**src/rtl/wb_cache_arbiter.sv**
```systemverilog
// Two-master Wishbone arbiter (icache = m0, dcache = m1), round-robin on ties, owner locked for the whole cyc envelope.
// One-cycle arbitration bubble, zero-latency owned path; the waiting master stalls until the owner drops cyc, watchdog errors stalled beats.
module wb_cache_arbiter #(
    parameter int AW      = 24,
    parameter int DW      = 16,
    parameter int TIMEOUT = 255
) (
    input  logic          i_clk,
    input  logic          i_rst,

    input  logic          m0_cyc,
    input  logic          m0_stb,
    input  logic          m0_we,
    input  logic [AW-1:0] m0_adr,
    input  logic [DW-1:0] m0_o_dat,
    input  logic [1:0]    m0_sel,
    input  logic          m0_4_burst,
    output logic [DW-1:0] m0_i_dat,
    output logic          m0_ack,
    output logic          m0_err,

    input  logic          m1_cyc,
    input  logic          m1_stb,
    input  logic          m1_we,
    input  logic [AW-1:0] m1_adr,
    input  logic [DW-1:0] m1_o_dat,
    input  logic [1:0]    m1_sel,
    input  logic          m1_4_burst,
    output logic [DW-1:0] m1_i_dat,
    output logic          m1_ack,
    output logic          m1_err,

    output logic          s_cyc,
    output logic          s_stb,
    output logic          s_we,
    output logic [AW-1:0] s_adr,
    output logic [DW-1:0] s_o_dat,
    output logic [1:0]    s_sel,
    output logic          s_4_burst,
    input  logic [DW-1:0] s_i_dat,
    input  logic          s_ack,
    input  logic          s_err
);

    localparam int WDW = $clog2(TIMEOUT + 1);

    typedef enum logic [1:0] {
        S_IDLE,
        S_OWN0,
        S_OWN1
    } state_t;

    state_t         state;
    logic           last;
    logic [WDW-1:0] wd_cnt;
    logic           own_stb;
    logic           wd_fire;

    // Owner strobe is derived separately so the watchdog does not loop through the output mux.
    always_comb begin
        own_stb = 1'b0;
        case (state)
            S_OWN0:  own_stb = m0_stb;
            S_OWN1:  own_stb = m1_stb;
            default: own_stb = 1'b0;
        endcase
    end

    assign wd_fire = (wd_cnt == WDW'(TIMEOUT - 1)) & own_stb & ~s_ack & ~s_err;

    always_comb begin
        s_cyc     = 1'b0;
        s_stb     = 1'b0;
        s_we      = 1'b0;
        s_adr     = '0;
        s_o_dat   = '0;
        s_sel     = '0;
        s_4_burst = 1'b0;
        m0_ack    = 1'b0;
        m0_err    = 1'b0;
        m1_ack    = 1'b0;
        m1_err    = 1'b0;
        m0_i_dat  = s_i_dat;
        m1_i_dat  = s_i_dat;
        case (state)
            S_OWN0: begin
                s_cyc     = m0_cyc;
                s_stb     = m0_stb;
                s_we      = m0_we;
                s_adr     = m0_adr;
                s_o_dat   = m0_o_dat;
                s_sel     = m0_sel;
                s_4_burst = m0_4_burst;
                m0_ack    = s_ack;
                m0_err    = s_err | wd_fire;
            end
            S_OWN1: begin
                s_cyc     = m1_cyc;
                s_stb     = m1_stb;
                s_we      = m1_we;
                s_adr     = m1_adr;
                s_o_dat   = m1_o_dat;
                s_sel     = m1_sel;
                s_4_burst = m1_4_burst;
                m1_ack    = s_ack;
                m1_err    = s_err | wd_fire;
            end
            default: ;
        endcase
    end

    always_ff @(posedge i_clk) begin
        if (i_rst) begin
            state  <= S_IDLE;
            last   <= 1'b1;
            wd_cnt <= '0;
        end else begin
            case (state)
                S_IDLE: begin
                    // On a tie the master not served last wins.
                    if (m0_cyc && (!m1_cyc || last)) begin
                        state <= S_OWN0;
                        last  <= 1'b0;
                    end else if (m1_cyc) begin
                        state <= S_OWN1;
                        last  <= 1'b1;
                    end
                end
                S_OWN0:  if (!m0_cyc) state <= S_IDLE;
                S_OWN1:  if (!m1_cyc) state <= S_IDLE;
                default: state <= S_IDLE;
            endcase

            if (state == S_IDLE || s_ack || s_err || wd_fire)
                wd_cnt <= '0;
            else if (own_stb)
                wd_cnt <= wd_cnt + 1'b1;
        end
    end

endmodule

```
**config.mk**
```make
export PLATFORM = sky130hd
export DESIGN_NAME = wb_cache_arbiter
export DESIGN_NICKNAME = d
export VERILOG_FILES = /design/src/rtl/wb_cache_arbiter.sv
export SDC_FILE = /design/constraint.sdc
export NUM_CORES = 1
export LEC_CHECK = 0
export CELL_PAD_IN_SITES_DETAIL_PLACEMENT = 0
export CELL_PAD_IN_SITES_GLOBAL_PLACEMENT = 1
export CORE_AREA = 2 2 84 146
export DETAILED_ROUTE_END_ITERATION = 10
export DIE_AREA = 0 0 86 148
export PLACE_DENSITY = 0.8
export SLEW_MARGIN = 15
export SYNTH_ARGS = -nofsm -noshare
export SYNTH_HDL_FRONTEND = slang
export SYNTH_SLANG_ARGS = --single-unit
```
**constraint.sdc**
```tcl
create_clock -name i_clk -period 1.64 [get_ports i_clk]
set_input_delay 0.164 -clock i_clk [delete_from_list [all_inputs] [get_ports i_clk]]
set_output_delay 0.164 -clock i_clk [all_outputs]
set_load 0.01 [all_outputs]
```
-- Word level (Yosys, flattened, before mapping)
Cells that the tools add are included.
- add/subtract/negate cells: 1
- multiplexer cells: 18
- reduce and logical (&&, ||, !) cells: 11
- divide/modulo/power cells: 0
- multiply operators: 0
- bitwise logic cells: 6
- order comparisons: 0
- shift operators: 0
- equality and inequality tests: 6
- operator list (operator ; number):
    24-bit one-hot mux with 2 select lines ; 1
    16-bit one-hot mux with 2 select lines ; 1
    8-bit by 1-bit adder with 8-bit output, second input constant ; 1
    8-bit equality test, second input constant ; 1
    2-bit two-way mux ; 4
    1-bit one-hot mux with 2 select lines ; 4
    1-bit two-way mux ; 6
    2-bit one-hot mux with 3 select lines ; 1
    1-bit logical OR ; 4
    2-bit inequality test, second input constant ; 2
    2-bit one-hot mux with 2 select lines ; 1
    1-bit AND ; 3
    3-bit inequality test, second input constant ; 1
    3-bit AND reduction ; 1
    2-bit by 1-bit equality test with 1-bit output, second input constant ; 1
    2-bit equality test, second input constant ; 1
    2-bit logical NOT ; 1
    1-bit inverter ; 2
    2-bit AND reduction ; 1
    2-bit nonzero test ; 1
    2-bit OR reduction ; 1
    1-bit logical AND ; 1
    1-bit logical NOT ; 1
    1-bit OR ; 1
- memories kept: 0
- input port bits: 112
- word-level logic and storage cells: 45
- bits in latches: 0
- register bits after elaboration: 11
- ROM bits: 0
- bits in writable memories: 0

-- Longest topological paths before layout
Gate-level depths: netlist (run 1).
- depth after elaboration: 7
- depth in mapped cells: 6
- gate-level depth less buffers: 5

-- Worst setup path before layout (run 1)
OpenSTA, ideal clock, no wires.
- kind: reg2out
- start: register state[1]
- end: output m0_err
- required time: 1.476 ns
- stages on the path, launching flop included: 6
- setup slack: -0.069 ns
- arrival time: 1.545 ns
- cell sequence: dfxtp_1 inv_1 ha_1 a22oi_1 nor4b_2 o21a_1
- word-level cells in the longest chain between the ends: 7
- elaborated cells on any way between the ends: 8
- those cells by class: eq/ne (2); mux (2); bitwise (4)
- RTL lines (item ; line ; RTL):
    start, declared ; 53 ; state_t state;
    start signal, assigned ; 114 ; state <= S_IDLE;
    start signal, assigned ; 122 ; state <= S_OWN0;
    start signal, assigned ; 125 ; state <= S_OWN1;
    2-bit equality test / 2-bit by 1-bit equality test with 1-bit output (equally long branches) ; 62, 85 ;
    1-bit one-hot mux with 2 select lines ; 62 ; case (state)
    1-bit AND (3 in a row) ; 69 ; assign wd_fire = (wd_cnt == WDW'(TIMEOUT - 1)) & own_stb & ~s_ack & ~s_err;
    1-bit OR ; 95 ; m0_err = s_err | wd_fire;
    1-bit two-way mux * ; 85 ; case (state)
    end, declared ; 20 ; output logic m0_err,
Every way passes the cells marked *; elsewhere a longest branch is shown, timed or not.

-- Worst setup path in the final report (run 1)
- start: register state[0]
- end: output s_stb
- word-level cells in the longest chain between the ends: 2
- elaborated cells on any way between the ends: 3
- those cells by class: eq/ne (2); mux (1)
- RTL lines (item ; line ; RTL):
    2-bit equality test / 2-bit by 1-bit equality test with 1-bit output (equally long branches) ; 85 ;
    1-bit one-hot mux with 2 select lines * ; 85 ;
    end, declared ; 34 ; output logic s_stb,
Marked as above.

==> impl_metrics.py, run 1 <==
metrics = {
    "drt": {
        "post-route-drc-count": 0,
        "routed_wl_um": 9210,
        "viasPerCell": 4.50,
        "first_pass_iters": 4,
        "wl_met1_um": 2850,
        "dr_wl_met2_um": 5280,
        "num_vias": 2293,
        "wl_per_cell_um": 18.1,
        "top_layer_used": "met4",
        "postRouteAntennaNets": 0,
        "initialDrtViolationCount": 50,
        "met3WireLength_um": 561,
    },
    "placement": {
        "dp_slack_ps": -328,
        "port_buffers": 145,
        "place.gp.congestion": 0.752,
        "hpwl_um": 5660,
        "placed_area_um2": 3230,
        "dpl.cell_count": 473,
    },
    "synthesis": {
        "synth_top_cell_by_area": "a22oi_1",
        "synth_area_leaders": "a22oi_1 22%, nor2b_1 18%, buf_4 15%",
        "synth_edf_count": 0,
        "synthesis.nets": 329,
        "ys_types": 28,
        "synth_top_area_share": 0.219,
        "seq_area_frac_synth": 0.140,
        "ys.flop_type": "dfxtp_1",
        "synth_area_per_cell_um2": 7.44,
        "ys_warn_count": 0,
        "netlist_area_um2": 1580,
        "ys_ff_latch": 11,
        "syn_inst": 212,
        "async_flop_share": 0,
        "ys_top_cells_by_count": "46 x a22oi_1, 46 x nor2b_1, 32 x buf_4, 15 x clkbuf_1, 11 x dfxtp_1",
    },
    "sta": {
        "slew_headroom": 0.793,
        "fin_ws_ps": -249,
        "fin_crit_ps": 1890,
        "final-hold-violation-count": 0,
        "timing.fmax_ghz": 0.529,
        "holdWs_ps": 328,
        "finClkSkew_ps": 2.31,
        "final_max_slew_viol_count": 0,
        "fin_crit_sh": 1.15,
        "rsz0062_at_grt": "true",
        "final-setup-viol-count": 58,
        "worst_pin_slew_ps": 308,
    },
    "floorplanning": {
        "fp.coreArea_um2": 11500,
        "io_pins": 194,
        "die_width_um": 86,
        "row_count": 52,
        "start_util": 0.137,
        "die_h_um": 148,
        "die-area_um2": 12700,
    },
    "job": {
        "maxCapViolations": 0,
    },
    "clock_network": {
        "cts_tree": "yes",
        "cts_made_buffers": 3,
        "cts_hold_buf": 0,
        "htree_num_levels": 1,
        "clk_latency_ps": 250,
        "root_buffer": "clkbuf_16",
        "numClockSinks": 11,
        "cts_buffer_depth": 2,
        "clk_pin_slew_ps": 40,
    },
    "final_layout": {
        "final_cells": 509,
        "n_fill_cell": 1161,
        "finalInstanceArea_um2": 4050,
        "drive_above_1_share": 0.543,
        "multi_input_area_um2": 1510,
        "n_antenna_cell": 0,
        "ff_latch_area_um2": 228,
        "finalNetCount": 492,
        "area_delta_synth_final_pct": 157,
    },
    "grt": {
        "grt_pass1_vias": 2397,
        "grt-ovfl-total": 0,
        "grt_pass1_wl_um": 12200,
        "grt_usage": 0.123,
        "antenna_found_initial": 0,
        "grt_max_degree": 24,
    },
    "worst_setup_path": {
        "critPathKind": "reg2out",
        "cp.arrival_ps": 1720,
        "crit_required_ps": 1480,
        "startpoint_type": "flop",
        "crit_fanout": 5,
        "worstSetupEndpointType": "output port",
    },
    "power_and_ir_drop": {
        "ir_drop_mv": 0.452,
        "p_leak_nw": 1.50,
        "powerDensity_nw_per_um2": 576,
    },
    "hold_path": {
        "min_path_type": "in2out",
    },
    "run_status": {
        "status": "finished, violations left",
        "violations": "negative setup slack",
    },
}
==> repair_timing <==
action	4_1_cts	5_1_grt
gates cloned	6	4
gates resized for setup	247	78
pin swaps	13	14
hold endpoints to repair	0	0
setup buffers	16	8
endpoints found under the setup margin	58	58
==> area by class of cell <==
class	instances	share of cell area
repair buffers	207	0.506
multi-input cells	148	0.372
flip-flops and latches	11	0.0562
well taps	135	0.0417
clock buffers	4	0.0194
inverters	4	0.00494
==> path summary, 6_finish.rpt <==
| kind | from | end | slack [ps] | depth (start not counted) |
|---|---|---|---|---|
| worst max-delay path | state[0] | s_stb | -250 | 7 |
| worst min-delay path | s_i_dat[3] | m0_i_dat[3] | 330 | 0 |
| worst max register to register | state[0] | wd_cnt[5] | -150 | 7 |
| worst min register to register | wd_cnt[7] | wd_cnt[7] | 510 | 2 |
==> power breakdown <==
part	internal (mW)	switching [mW]	leakage (nW)	total (mW)
logic	0.956	0.620	1.38	1.58
registers	0.279	0.0124	0.0905	0.291
clock network	0.328	0.137	0.0382	0.465
total	1.56	0.770	1.50	2.33
==> kinds of logic (layout without fill, tap and decap cells) <==
| logic type | after synthesis | in the layout | share of synthesized area |
|---|---|---|---|
| flip-flops | 11 | 11 | 0.140 |
| AO/OA/AOI/OAI | 72 | 72 | 0.331 |
| adder cells (fa/ha/maj) | 5 | 5 | 0.0397 |
| buffers and inverters | 53 | 215 | 0.203 |
| AND/OR/NAND/NOR | 71 | 71 | 0.286 |
==> flip-flops by register name, indices dropped and copies added, names as in the netlist <==
signal / cells
last: 1
wd_cnt: 8
state: 2
==> layer usage <==
layer  GRT usage  vias to the layer above
li1            -                     1078
met4      0.0690                        0
met2       0.252                       99
met3      0.0134                       44
met5           0                        -
met1       0.111                     1072
==> stage by stage <==
| stage | power (mW) | utilization | setup TNS, ps |
|---|---|---|---|
| 2_1_floorplan | 0.801 | - | 0 |
| 3_3_place_gp | 1.28 | 0.281 | -7080 |
| 3_5_place_dp | 1.30 | 0.281 | -8090 |
| 4_1_cts | 2.09 | 0.316 | -4330 |
| 5_1_grt | 2.44 | 0.352 | -8360 |
| 6_report | 2.33 | 0.352 | -5550 |
==> critical path: stages, from the launching register on <==
cell	delay, ps
dfxtp_4	350
buf_6	120
ha_4	170
buf_12	140
buf_12	140
a22o_1	260
and2_1	150
buf_2	140
==> cells in the final DEF, fill, tap and decap left out, types with 2 or more instances in the layout <==
| cell type | netlist | final |
|---|---|---|
| a21oi_1 | 4 | 2 |
| o21a_1 | 2 | 2 |
| or4_1 | 5 | 3 |
| a22oi_2 | 0 | 46 |
| inv_4 | 0 | 2 |
| buf_16 | 0 | 5 |
| o31ai_1 | 4 | 2 |
| a22o_1 | 2 | 2 |
| ha_4 | 0 | 3 |
| nand3_1 | 2 | 2 |
| buf_2 | 1 | 41 |
| clkbuf_16 | 0 | 6 |
| clkdlybuf4s50_1 | 0 | 95 |
| nor2b_2 | 0 | 5 |
| buf_4 | 32 | 30 |
| nand4_1 | 4 | 4 |
| or4_4 | 0 | 2 |
| a211oi_2 | 0 | 7 |
| o21ai_0 | 4 | 2 |
| buf_12 | 0 | 7 |
| buf_6 | 0 | 24 |
| or3_4 | 0 | 2 |
| ha_1 | 5 | 2 |
| nor2b_1 | 46 | 33 |
| nor4b_4 | 0 | 2 |
| nand2_1 | 4 | 3 |
| inv_1 | 4 | 2 |
| and2_4 | 0 | 2 |
| dfxtp_4 | 0 | 2 |
| nor2b_4 | 0 | 8 |
| dfxtp_1 | 11 | 9 |
| o21ai_1 | 0 | 2 |
| and2_1 | 4 | 2 |
Power figures use the tool's default switching activity.
==> inputs of run 2 (changes only) <==
--- a/config.mk
+++ b/config.mk
@@ -11,6 +11,7 @@
 export DETAILED_ROUTE_END_ITERATION = 10
 export DIE_AREA = 0 0 86 148
 export PLACE_DENSITY = 0.8
+export RECOVER_POWER = 25
 export SLEW_MARGIN = 15
 export SYNTH_ARGS = -nofsm -noshare
 export SYNTH_HDL_FRONTEND = slang
==> results of run 2 <==
Final layout, timing and power as in run 1 (identical DEF).
